==> src/rtl/fifo_v4_pkg.sv <==
// Shared sizing helpers for fifo_v4: pointer width and occupancy-count width.
package fifo_v4_pkg;

    // Pointer width; a single-entry FIFO still gets a 1-bit pointer.
    function automatic int unsigned addr_depth(input int unsigned depth);
        return (depth > 1) ? $clog2(depth) : 1;
    endfunction

    // Width of the usage counter type; one extra bit so DEPTH itself fits.
    function automatic int unsigned usage_width(input int unsigned depth);
        return addr_depth(depth) + 1;
    endfunction

endpackage

==> src/rtl/fifo_v4_ptr.sv <==
// Wrapping pointer 0..DEPTH-1 used for both read and write sides of fifo_v4.
module fifo_v4_ptr
    import fifo_v4_pkg::*;
#(
    parameter int unsigned DEPTH = 8,
    localparam int unsigned AW = addr_depth(DEPTH)
) (
    input  logic          clk_i,
    input  logic          rst_i,
    input  logic          clr_i,
    input  logic          inc_i,
    output logic [AW-1:0] ptr_o
);

    // Explicit wrap so non-power-of-two depths never index past the array.
    always_ff @(posedge clk_i) begin
        if (rst_i || clr_i) begin
            ptr_o <= '0;
        end else if (inc_i) begin
            ptr_o <= (ptr_o == AW'(DEPTH - 1)) ? '0 : ptr_o + AW'(1);
        end
    end

endmodule

==> src/rtl/fifo_v4.sv <==
// Synchronous FIFO with optional fall-through bypass and threshold flags.
// Define FIFO_V4_STATS_EN to add the max_usage_o peak-occupancy watermark.
module fifo_v4
    import fifo_v4_pkg::*;
#(
    parameter bit          FALL_THROUGH = 1'b0,
    parameter int unsigned DATA_WIDTH   = 32,
    parameter int unsigned DEPTH        = 8,
    parameter type         dtype        = logic [DATA_WIDTH-1:0],
    parameter int unsigned ALM_FULL_TH  = DEPTH - 1,
    parameter int unsigned ALM_EMPTY_TH = 1,
    localparam int unsigned ADDR_DEPTH  = addr_depth(DEPTH)
) (
    input  logic              clk_i,
    input  logic              rst_i,
    input  logic              flush_i,
    input  logic              in_valid_i,
    output logic              in_ready_o,
    input  dtype              in_data_i,
    output logic              out_valid_o,
    input  logic              out_ready_i,
    output dtype              out_data_o,
`ifdef FIFO_V4_STATS_EN
    output logic [ADDR_DEPTH:0] max_usage_o,
`endif
    output logic [ADDR_DEPTH:0] usage_o,
    output logic              alm_full_o,
    output logic              alm_empty_o
);

    localparam int unsigned UW = usage_width(DEPTH);
    typedef logic [UW-1:0] usage_t;

    if (DEPTH < 1) begin : g_bad_depth
        $error("fifo_v4: DEPTH must be >= 1");
    end
    if (ALM_FULL_TH < 1 || ALM_FULL_TH > DEPTH) begin : g_bad_full_th
        $error("fifo_v4: ALM_FULL_TH must be in 1..DEPTH");
    end
    if (ALM_EMPTY_TH > DEPTH - 1) begin : g_bad_empty_th
        $error("fifo_v4: ALM_EMPTY_TH must be in 0..DEPTH-1");
    end

    usage_t                usage_q, usage_d;
    logic [ADDR_DEPTH-1:0] wr_ptr, rd_ptr;
    dtype                  mem [DEPTH];
    logic                  bypass, push, pop, wr_en, rd_en;

    assign bypass      = FALL_THROUGH && (usage_q == '0);
    assign in_ready_o  = usage_q < usage_t'(DEPTH);
    assign out_valid_o = (usage_q != '0) || (bypass && in_valid_i);
    assign out_data_o  = bypass ? in_data_i : mem[rd_ptr];

    assign push = in_valid_i && in_ready_o && !flush_i && !rst_i;
    assign pop  = out_valid_o && out_ready_i && !flush_i && !rst_i;

    // A bypassed word popped on arrival never touches storage or counters.
    assign wr_en = push && !(bypass && pop);
    assign rd_en = pop && !bypass;

    always_comb begin
        usage_d = usage_q;
        if (flush_i) begin
            usage_d = '0;
        end else if (wr_en && !rd_en) begin
            usage_d = usage_q + usage_t'(1);
        end else if (rd_en && !wr_en) begin
            usage_d = usage_q - usage_t'(1);
        end
    end

    always_ff @(posedge clk_i) begin
        if (rst_i) begin
            usage_q <= '0;
        end else begin
            usage_q <= usage_d;
        end
    end

    always_ff @(posedge clk_i) begin
        if (wr_en) begin
            mem[wr_ptr] <= in_data_i;
        end
    end

    fifo_v4_ptr #(.DEPTH(DEPTH)) u_wr_ptr (
        .clk_i (clk_i),
        .rst_i (rst_i),
        .clr_i (flush_i),
        .inc_i (wr_en),
        .ptr_o (wr_ptr)
    );

    fifo_v4_ptr #(.DEPTH(DEPTH)) u_rd_ptr (
        .clk_i (clk_i),
        .rst_i (rst_i),
        .clr_i (flush_i),
        .inc_i (rd_en),
        .ptr_o (rd_ptr)
    );

    assign usage_o     = usage_q;
    assign alm_full_o  = usage_q >= usage_t'(ALM_FULL_TH);
    assign alm_empty_o = usage_q <= usage_t'(ALM_EMPTY_TH);

`ifdef FIFO_V4_STATS_EN
    usage_t max_q;

    // Track against next usage so the watermark lines up with usage_o.
    always_ff @(posedge clk_i) begin
        if (rst_i) begin
            max_q <= '0;
        end else if (flush_i || usage_d > max_q) begin
            max_q <= usage_d;
        end
    end

    assign max_usage_o = max_q;
`endif

endmodule

==> config.mk <==
export PLATFORM = sky130hd
export DESIGN_NAME = fifo_v4
export DESIGN_NICKNAME = d
export VERILOG_FILES = /design/src/rtl/fifo_v4_pkg.sv /design/src/rtl/fifo_v4_ptr.sv /design/src/rtl/fifo_v4.sv
export SDC_FILE = /design/constraint.sdc
export NUM_CORES = 1
export LEC_CHECK = 0
export ABC_AREA = 0
export CORE_MARGIN = 5
export CORE_UTILIZATION = 36
export CTS_BUF_LIST = sky130_fd_sc_hd__clkbuf_8
export DETAILED_ROUTE_END_ITERATION = 16
export PLACE_DENSITY = 0.6
export SLEW_MARGIN = 25
export SYNTH_ARGS = -nofsm -noshare
export SYNTH_HDL_FRONTEND = slang
export SYNTH_SLANG_ARGS = --single-unit
==> constraint.sdc <==
create_clock -name clk_i -period 12.6 [get_ports clk_i]
set_clock_uncertainty 0.2 [all_clocks]
set_input_delay 3.78 -clock clk_i [delete_from_list [all_inputs] [get_ports clk_i]]
set_output_delay 3.78 -clock clk_i [all_outputs]
set_load 0.05 [all_outputs]
==> impl_results.md, run 1 <==
- Run status: complete, no violations
- Largest net degree at the start of global routing: 35
- Post-synthesis cell area: 10500 µm²
- Die ar.: 32600 µm²
- R2r startpoint: usage_o[3]
- Final Util: 43.7%
- CTS max path bufs: 3
- RSZ-0062 raised after global routing: false
- CP Launch Type: flop
- Min Tclk post-route: 7.54 ns
- Post-CTS Setup Inserts: 0
- Area growth from synthesis to layout: 19.8%
- Post-route ant nets: 0
- Final hold vios: 0
- Worst path arrival time: 3.56 ns
- Reg2Reg Depth: 4
- Hold depth: 2
- Grt total ovfl: 0
- I/O pins: between 70 and 80
- Seq pwr share: a little under three fifths
- Flops & latches, synth: 269
- Max Freq: approximately 130 MHz
- Gate power share: 4.3%
- Top_reg_cell synth: edfxtp_1
- DRC: 0
- Final period utilization: 59.9%
- Leakage: 3.97 nW
- Place WS: around 5.6 ns
- Antenna violations before repair: 0
- Register area share after synthesis: about three quarters
- Synth cell types: 27
- Mean Syn Cell Area: 23.0 µm²
- Die height: 180 µm
- Die width: 180 µm
- Net Switching: 0.000381 W
- Vias per cell: 4.91
- Cell Int Power: between 0.001 and 0.0015 W
- Fillers: approximately 2500
- Sum Neg Setup Slack: 0 ns
- Routed Wire Length: around 21000 µm
- CTS tree: built
- Number of synthesized flops with an enable pin: about 260
- First-pass GRT wire length: roughly 32000 µm
- Total core area: 28700 µm²
- Post-Syn Instances: 455
- GR Util All Layers: 12.8%
- Final GP Congestion: around 0.71
- Worst Path Buf+Inv: 2
- Worst Max-Slew Pin Slew: 0.797 ns
- Cts hold-fix bufs: 0
- Endpoints failing setup: 0
- H-Tree Depth: 2
- Switching share of power: 21.5%
- Vias in the first global route: 5392
- Hold crit path type: reg -> reg
- R2R Path End: mem[3][13]
- I/O Buffers: 76
- Row count: 62
- Finished Cell Area: 12500 µm²
- Clk sink count: 269
- Min-delay src: u_rd_ptr.ptr_o[2]
- Starting density of the core: 36.4%
- HPWL after DPL: 11300 µm
- Reg2reg setup slack: 9.89 ns
- Max incr delay on CP: 0.72 ns
- WL/cell: 21.1 µm
- Nets: 614
- First-pass DRT Iterations: 4
- PnR worst setup slack: 5.06 ns
- TritonCTS buffer count: 44
- Via count: between 4000 and 5000
- Max Slew Vio Count: 0
- Reg clk slew, reported paths: about 0.06 ns
- Relative slew slack: 46.8%
- Crit end category: output pin
- PostCTS Resize Cnt: 0
- Clock network power share: about 40%
- Antenna cells: 0
- Worst path slowest cell: dfxtp_4
- P per Cell Area: 141 nW/µm²
- Placed cell area: 11700 µm²
- Latest clock arrival within the worst-skew pair: 0.54 ns
- Critical path required time: 8.62 ns
- Critical path class: reg -> out
- VDD IR max: 0.0574 mV
- Ys async rst share: 0%
- Crit Path Max Fanout: 34
- Share of layout cells above drive strength 1: 22.8%
- Net Count, Synth: 501
- Root Driver: clkbuf_8
- Crit-path cells: buf_4 -> mux4_1 -> mux2_2 -> clkdlybuf4s50_1
- Initial DRC Count: 284
- Stages on worst setup path: 4
- Synth warn: 0
- Max cap viols: 0
- Crit-path leading delay family: buffers and inverters
## worst max path at each step
stage | endpoint
final | out_data_o[31]
after global routing | out_data_o[23]
after CTS | out_data_o[31]
after detailed placement | out_data_o[28]
after global placement | out_data_o[14]
after floorplan | mem[0][0]
## routing by layer
metal	part of all wire [%]	vias up	global-route usage [%]
met5	0	-	0
met4	2.0	0	3.84
met3	5.9	38	2.85
met2	50	130	21.9
met1	42	2496	16.4
li1	-	2172	-
## through the flow
| stage | total power, W | hold WS, ns | std cells |
|---|---|---|---|
| 2_1_floorplan | 0.00105 | 0.272 | 455 |
| 3_3_place_gp | 0.00108 | 0.272 | 906 |
| 3_5_place_dp | 0.00108 | 0.303 | 906 |
| 4_1_cts | 0.00180 | 0.314 | 984 |
| 5_1_grt | 0.00184 | 0.350 | 984 |
| 6_report | 0.00177 | 0.318 | 984 |
## placed cells by master (no fill, tap or decap), types with 3 or more instances in the layout
cell,Yosys,layout
nor2_1,13,7
mux2_2,32,32
a21oi_1,7,7
clkbuf_8,0,45
clkinv_2,0,10
ha_1,9,9
mux4_1,40,40
dfxtp_1,13,10
nand3_1,4,4
nor2_4,0,6
edfxtp_1,256,256
mux4_2,24,24
clkdlybuf4s50_1,0,76
nand2_1,9,9
mux2i_1,4,4
o21ai_0,4,4
clkinv_1,0,13
nand2b_1,3,3
buf_4,0,10
inv_1,5,11
## final cells by class
cell class	count	area, µm²	area share (%)
clock buffer	45	619	4.94
timing repair buffer	86	836	6.67
tap	384	480	3.83
inverter	5	18.8	0.150
sequential	269	7960	63.5
multi-input combinational	162	2420	19.3
clock inverter	33	200	1.60
## power by group through the flow
| stage | clock network [W] | logic [W] | registers, W |
|---|---|---|---|
| 6_report | 0.000709 | 0.0000762 | 0.000987 |
| 5_1_grt | 0.000776 | 0.0000811 | 0.000986 |
| 4_1_cts | 0.000731 | 0.0000773 | 0.000987 |
| 3_5_place_dp | 0 | 0.0000768 | 0.00101 |
| 3_3_place_gp | 0 | 0.0000748 | 0.00101 |
| 2_1_floorplan | 0 | 0.0000406 | 0.00101 |
## flip-flops by register name (all words and copies together), names as in the netlist, named ones only
signal and cells:
usage_o 4, u_wr_ptr.ptr_o 3, mem 256, u_rd_ptr.ptr_o 3
## cell families after synthesis
logic type / after synthesis / share of synthesized area (%)
and+or+nand+nor: 40 / 1.82
adders and majority gates: 9 / 1.08
muxes: 100 / 19.0
xor gates and xnor gates: 2 / 0.168
buffers and inverters: 24 / 1.38
AOI/OAI and AO/OA: 11 / 0.526
DFF: 269 / 76.0
## worst reg2reg max path, delay by kind of cell, from the launching register on
family,cells,cell delay [ns]
buffers and inverters,1,0.45
DFF,1,0.37
and+or+nand+nor,3,1.34
## synth_stat cells, types with 3 or more instances
cell type / number / area (µm²)
a21oi_1: 7 / 35.0
buf_1: 8 / 30.0
buf_6: 7 / 78.8
clkbuf_1: 3 / 11.3
dfxtp_1: 13 / 260
edfxtp_1: 256 / 7690
ha_1: 9 / 113
inv_1: 5 / 18.8
mux2_2: 32 / 360
mux2i_1: 4 / 40.0
mux4_1: 40 / 1050
mux4_2: 24 / 541
nand2_1: 9 / 33.8
nand2b_1: 3 / 18.8
nand3_1: 4 / 20.0
nor2_1: 13 / 48.8
nor3_1: 3 / 15.0
o21ai_0: 4 / 20.0
Note: power is estimated with default switching activity, not from simulation.
==> run 2, diff against run 1 <==
--- a/config.mk
+++ b/config.mk
@@ -10,7 +10,7 @@
 export CORE_UTILIZATION = 36
 export CTS_BUF_LIST = sky130_fd_sc_hd__clkbuf_8
 export DETAILED_ROUTE_END_ITERATION = 16
-export PLACE_DENSITY = 0.6
+export PLACE_DENSITY = 0.62
 export SLEW_MARGIN = 25
 export SYNTH_ARGS = -nofsm -noshare
 export SYNTH_HDL_FRONTEND = slang
==> constraint.sdc (replaced) <==
create_clock -name clk_i -period 6.1 [get_ports clk_i]
set_clock_uncertainty 0.2 [all_clocks]
set_input_delay 1.83 -clock clk_i [delete_from_list [all_inputs] [get_ports clk_i]]
set_output_delay 1.83 -clock clk_i [all_outputs]
set_load 0.05 [all_outputs]
==> impl_results.md, run 2 (same netlist as run 1, synthesis figures left out) <==
- Fillers: 2466 (was 2486)
- Switching share of power: 21.8% (was 21.5%)
- Final Util: 43.6% (was 43.7%)
- R2R Path End: mem[3][7] (was mem[3][13])
- Starting density of the core: 36.4% (unchanged)
- Endpoints failing setup: 0 (unchanged)
- Multi-input logic area: 2420 µm² (unchanged)
- Critical path class: reg -> out (unchanged)
- Place WS: 1.36 ns (was 5.58 ns)
- PostCTS Resize Cnt: 0 (unchanged)
- Total core area: 28700 µm² (unchanged)
- Cell Int Power: 0.00276 W (was 0.00139 W)
- Non-filler cells, final: 986 (was 984)
- Placed Cells: 909 (was 906)
- H-Tree Depth: 2 (unchanged)
- First-pass GRT wire length: 32100 µm (was 31900 µm)
- Crit Path Max Fanout: 35 (was 34)
- Area growth from synthesis to layout: 19.6% (was 19.8%)
- Commonest non-fill, non-tap cell in the layout: edfxtp_1 (unchanged)
- P per Cell Area: 282 nW/µm² (was 141 nW/µm²)
- Largest net degree at the start of global routing: 65 (was 35)
- Sum Neg Setup Slack: 0 ns (unchanged)
- Leakage: 4.00 nW (was 3.97 nW)
- First-pass DRT Iterations: 4 (unchanged)
- RSZ-0062 raised after global routing: false (unchanged)
- HPWL after DPL: 12200 µm (was 11300 µm)
- CTS max path bufs: 3 (unchanged)
- Max Freq: 190 MHz
- CTS tree: built (unchanged)
- I/O Buffers: 76 (unchanged)
- Clk sink count: 269 (unchanged)
- Largest register FFs: 256 (unchanged)
- Cts hold-fix bufs: 0 (unchanged)
- Critical path required time: 4.07 ns (was 8.62 ns)
- Die height: 180 µm (unchanged)
- Seq pwr share: 57.7% (was 55.7%)
- Reg2Reg Depth: 4 (unchanged)
- Reg clk slew, reported paths: 0.05 ns (was 0.06 ns)
- Nets: 616 (was 614)
- Vias in the first global route: 5504 (was 5392)
- Initial DRC Count: 260 (was 284)
- CP Launch Type: flop (unchanged)
- Gate power share: 4.5% (was 4.3%)
- Worst Max-Slew Pin Slew: 0.899 ns (was 0.797 ns)
- PnR worst setup slack: 0.846 ns (was 5.06 ns)
- Max cap viols: 0 (unchanged)
- DRC: 0 (unchanged)
- Vias per cell: 4.92 (was 4.91)
- VDD IR max: 0.124 mV (was 0.0574 mV)
- Latest clock arrival within the worst-skew pair: 0.53 ns (was 0.54 ns)
- Via count: 4853 (was 4836)
- Root Driver: clkbuf_8 (unchanged)
- Clock network power share: 37.7% (was 40.0%)
- Post-route ant nets: 0 (unchanged)
- Final GP Congestion: 0.687 (was 0.707)
- GR Util All Layers: 12.7% (was 12.8%)
- I/O pins: 77 (unchanged)
- Post-CTS Setup Inserts: 0 (unchanged)
- Reg2reg setup slack: 3.47 ns (was 9.89 ns)
- Net Switching: 0.000768 W (was 0.000381 W)
- Final hold vios: 0 (unchanged)
- Antenna violations before repair: 2 (was 0)
- Antenna cells: 0 (unchanged)
- WL/cell: 21.0 µm (was 21.1 µm)
- Crit end category: output pin (unchanged)
- Relative slew slack: 40.0% (was 46.8%)
- Final period utilization: between 80 and 90%
- Min-delay src: u_rd_ptr.ptr_o[1] (was u_rd_ptr.ptr_o[2])
- Min Tclk post-route: 5.25 ns
- R2r startpoint: usage_o[3] (unchanged)
- Grt total ovfl: 0 (unchanged)
- Hold crit path type: reg -> reg (unchanged)
- Hold depth: 2 (unchanged)
- Share of layout cells above drive strength 1: 21.9% (was 22.8%)
- Routed Wire Length: 20700 µm (was 20800 µm)
- Die ar.: 32600 µm² (unchanged)
- FF+latch area: 7960 µm² (unchanged)
- Row count: 62 (unchanged)
- Most frequent cells in the layout: 256 x edfxtp_1, 76 x clkdlybuf4s50_1, 43 x clkbuf_8, 40 x mux4_1, 32 x mux2_2 (was 256 x edfxtp_1, 76 x clkdlybuf4s50_1, 45 x clkbuf_8, 40 x mux4_1, 32 x mux2_2)
- Max Slew Vio Count: 0 (unchanged)
- Most flop-heavy register: mem (unchanged)
- Die width: 180 µm (unchanged)
- Worst path arrival time: 3.22 ns (was 3.56 ns)
- TritonCTS buffer count: 43 (was 44)
- Run status: complete, no violations (unchanged)
==> run 2: worst max path at each step <==
stage	to	startpoint	cells after the start	slack, ns
global route	out_data_o[0]	flop	4	0.67
finish	out_data_o[0]	flop	4	0.85
detailed placement	out_data_o[2]	flop	4	1.36
floorplan	mem[0][0]	rst_i	3	0.70
CTS	out_data_o[2]	flop	4	0.76
global placement	out_data_o[0]	flop	4	1.35
==> run 2: layout make-up <==
type,instances,share of cell area [%]
inverters,5,0.150
multi-input cells,162,19.4
clock inverters,34,1.24
flip-flops and latches,269,63.6
repair buffers,89,7.06
well taps,384,3.84
clock buffers,43,4.73
==> run 2: power by group through the flow <==
| stage | combinational (W) | sequential, W | clock (W) |
|---|---|---|---|
| global route | 0.000170 | 0.00204 | 0.00147 |
| detailed placement | 0.000161 | 0.00208 | 0 |
| floorplan | 0.0000838 | 0.00208 | 0 |
| finish | 0.000159 | 0.00204 | 0.00133 |
| global placement | 0.000157 | 0.00208 | 0 |
| CTS | 0.000162 | 0.00204 | 0.00138 |
==> run 2: worst max-delay path: stages, from the launching register on <==
cell and delay, ns:
dfxtp_4 0.71, buf_12 0.35, mux4_1 0.58, mux2_2 0.32
clkdlybuf4s50_1 0.71
==> run 2: stage by stage <==
step                      hold WS, ns  area (µm²)  total power, W
after detailed placement        0.310       11800         0.00224
after global routing            0.363       12500         0.00368
after CTS                       0.320       12500         0.00358
final                           0.320       12500         0.00353
after global placement          0.274       11700         0.00223
after floorplan                 0.272       10500         0.00216
==> run 2: routing by layer <==
metal,global-route usage [%],routed length (µm)
met1,16.4,8800
met2,21.6,10500
met3,3.21,1000
met4,3.30,412
met5,0,27
==> run 3, diff against run 2 <==
--- a/config.mk
+++ b/config.mk
@@ -6,12 +6,13 @@
 export NUM_CORES = 1
 export LEC_CHECK = 0
 export ABC_AREA = 0
+export CORE_ASPECT_RATIO = 0.5
 export CORE_MARGIN = 5
 export CORE_UTILIZATION = 36
 export CTS_BUF_LIST = sky130_fd_sc_hd__clkbuf_8
 export DETAILED_ROUTE_END_ITERATION = 16
 export PLACE_DENSITY = 0.62
-export SLEW_MARGIN = 25
+export SLEW_MARGIN = 0
 export SYNTH_ARGS = -nofsm -noshare
 export SYNTH_HDL_FRONTEND = slang
 export SYNTH_SLANG_ARGS = --single-unit
==> impl_results.md, run 3 (same netlist as run 1, synthesis figures left out) <==
- Run status: complete, no violations (unchanged)
- Worst path slowest cell: clkdlybuf4s50_1 (was dfxtp_4)
- Max cap viols: 0 (unchanged)
- Reg clk slew, reported paths: 0.06 ns (was 0.05 ns)
- Vias in the first global route: 5253 (was 5504)
- Most flop-heavy register: mem (unchanged)
- Switching share of power: 21.3% (was 21.8%)
- Via count: 4758 (was 4853)
- Net Switching: 0.000741 W (was 0.000768 W)
- HPWL after DPL: 11200 µm (was 12200 µm)
- CTS tree: built (unchanged)
- Cts hold-fix bufs: 0 (unchanged)
- Top sig layer: met4 (was met5)
- Initial DRC Count: 336 (was 260)
- Finished Cell Area: 12500 µm² (about the same)
- Max Freq: 191 MHz (was 190 MHz)
- H-Tree Depth: 2 (unchanged)
- Row count: 44 (was 62)
- Min Tclk post-route: 5.24 ns (was 5.25 ns)
- Max Slew Vio Count: 0 (unchanged)
- Routed wl met3: 670 µm (was 1000 µm)
- RSZ-0062 raised after global routing: false (unchanged)
- Endpoints failing setup: 0 (unchanged)
- Latest clock arrival within the worst-skew pair: 0.52 ns (was 0.53 ns)
- Non-filler cells, final: 986 (unchanged)
- Most frequent cells in the layout: 256 x edfxtp_1, 76 x clkdlybuf4s50_1, 42 x clkbuf_8, 40 x mux4_1, 32 x mux2_2 (was 256 x edfxtp_1, 76 x clkdlybuf4s50_1, 43 x clkbuf_8, 40 x mux4_1, 32 x mux2_2)
- First-pass DRT Iterations: 4 (unchanged)
- VDD IR max: 0.109 mV (was 0.124 mV)
- First-pass GRT wire length: 30400 µm (was 32100 µm)
- Largest register FFs: 256 (unchanged)
- Die width: 251 µm (was 180 µm)
- PnR worst setup slack: 0.857 ns (was 0.846 ns)
- Leakage: 3.96 nW (was 4.00 nW)
- Seq pwr share: 58.6% (was 57.7%)
- Relative slew slack: 27.7% (was 40.0%)
- Routed Wire Length: 19600 µm (was 20700 µm)
- Met2 wire length: 9840 µm (was 10500 µm)
- Fillers: 2469 (was 2466)
- Place WS: 1.33 ns (was 1.36 ns)
- Grt total ovfl: 0 (unchanged)
- TritonCTS buffer count: 41 (was 43)
- GR Util All Layers: 12.1% (was 12.7%)
- Die ar.: 32800 µm² (was 32600 µm²)
- Crit end category: output pin (unchanged)
- Worst path arrival time: 3.21 ns (was 3.22 ns)
- Critical path class: reg -> out (unchanged)
- Final hold vios: 0 (unchanged)
- Max incr delay on CP: 0.74 ns (was 0.71 ns)
- Final period utilization: 85.9% (was 86.1%)
- Largest net degree at the start of global routing: 65 (unchanged)
- Post-route ant nets: 0 (unchanged)
- Total core area: 28800 µm² (was 28700 µm²)
- PostCTS Resize Cnt: 0 (unchanged)
- Commonest non-fill, non-tap cell in the layout: edfxtp_1 (unchanged)
- Placed cell area: 11800 µm² (about the same)
- I/O Buffers: 76 (unchanged)
- Area growth from synthesis to layout: 19.2% (was 19.6%)
- CTS max path bufs: 3 (unchanged)
- Cell Int Power: 0.00273 W (was 0.00276 W)
- Worst Max-Slew Pin Slew: 1.08 ns (was 0.899 ns)
- DRC: 0 (unchanged)
- Share of layout cells above drive strength 1: 21.5% (was 21.9%)
- WL/cell: 19.9 µm (was 21.0 µm)
- Clk sink count: 269 (unchanged)
- Sum Neg Setup Slack: 0 ns (unchanged)
- CP Launch Type: flop (unchanged)
- Gate power share: 4.6% (was 4.5%)
- Starting density of the core: 36.3% (was 36.4%)
- Metal-1 WL: 8810 µm (was 8800 µm)
- Die height: 131 µm (was 180 µm)
- Final GP Congestion: 0.690 (was 0.687)
- Critical path required time: 4.07 ns (about the same)
- Placed Cells: 916 (was 909)
- Root Driver: clkbuf_8 (unchanged)
- Crit Path Max Fanout: 30 (was 35)
- Hold crit path type: reg -> reg (unchanged)
- Nets: 614 (was 616)
- Clock network power share: 36.8% (was 37.7%)
- Antenna violations before repair: 0 (was 2)
- Vias per cell: 4.83 (was 4.92)
- Post-CTS Setup Inserts: 0 (unchanged)
- P per Cell Area: 279 nW/µm² (was 282 nW/µm²)
- Crit-path cells: buf_4 -> mux4_1 -> mux2_2 -> clkdlybuf4s50_1 (was buf_12 -> mux4_1 -> mux2_2 -> clkdlybuf4s50_1)
- Antenna cells: 0 (unchanged)
- I/O pins: 77 (unchanged)
run 3: cell count changes in the layout (fill, tap and decap cells not counted), sizes merged:
cell	previous run	this run
clkbuf	43	42
inv	27	21
run 3: final timing paths:
| path | start | end | slack (ns) | cells past startpoint |
|---|---|---|---|---|
| setup / recovery | flop | out_data_o[27] | 0.86 | 4 |
| hold / removal | u_rd_ptr.ptr_o[1] | flop | 0.30 | 2 |
| setup reg to reg | usage_o[3] | mem[1][10] | 3.51 | 4 |
| hold reg to reg | u_rd_ptr.ptr_o[1] | flop | 0.30 | 2 |
run 3: layer usage:
metal	vias to the layer above	GRT usage, %
li1	2159	-
met1	2501	16.0
met2	68	20.7
met3	30	2.41
met4	0	3.43
met5	-	0
run 3: worst max-delay path: cells and delay by family, from the launching register on:
family,cells,cell delay (ns)
buffers and inverters,2,1.10
flip-flops,1,0.72
multiplexers,2,0.86
run 3: power by group through the flow:
stage | combinational [W] | sequential, W | clock, W
final | 0.000158 | 0.00204 | 0.00128
after global routing | 0.000169 | 0.00204 | 0.00141
after CTS | 0.000161 | 0.00204 | 0.00132
after detailed placement | 0.000160 | 0.00208 | 0
after global placement | 0.000157 | 0.00208 | 0
after floorplan | 0.0000838 | 0.00208 | 0
run 3: cell type report:
class	count	area, µm²	area share (%)
clock buffer	42	578	4.64
clock inverter	28	116	0.934
inverter	5	18.8	0.151
multi-input combinational	162	2420	19.4
sequential	269	7950	63.8
tap	391	489	3.93
timing repair buffer	89	883	7.09
run 3: through the flow:
stage | util (%) | hold slack [ns] | power, W
after floorplan | - | 0.272 | 0.00216
after global placement | 40.9 | 0.284 | 0.00223
after detailed placement | 40.9 | 0.291 | 0.00224
after CTS | 43.3 | 0.302 | 0.00352
after global routing | 43.3 | 0.347 | 0.00362
final | 43.3 | 0.296 | 0.00347
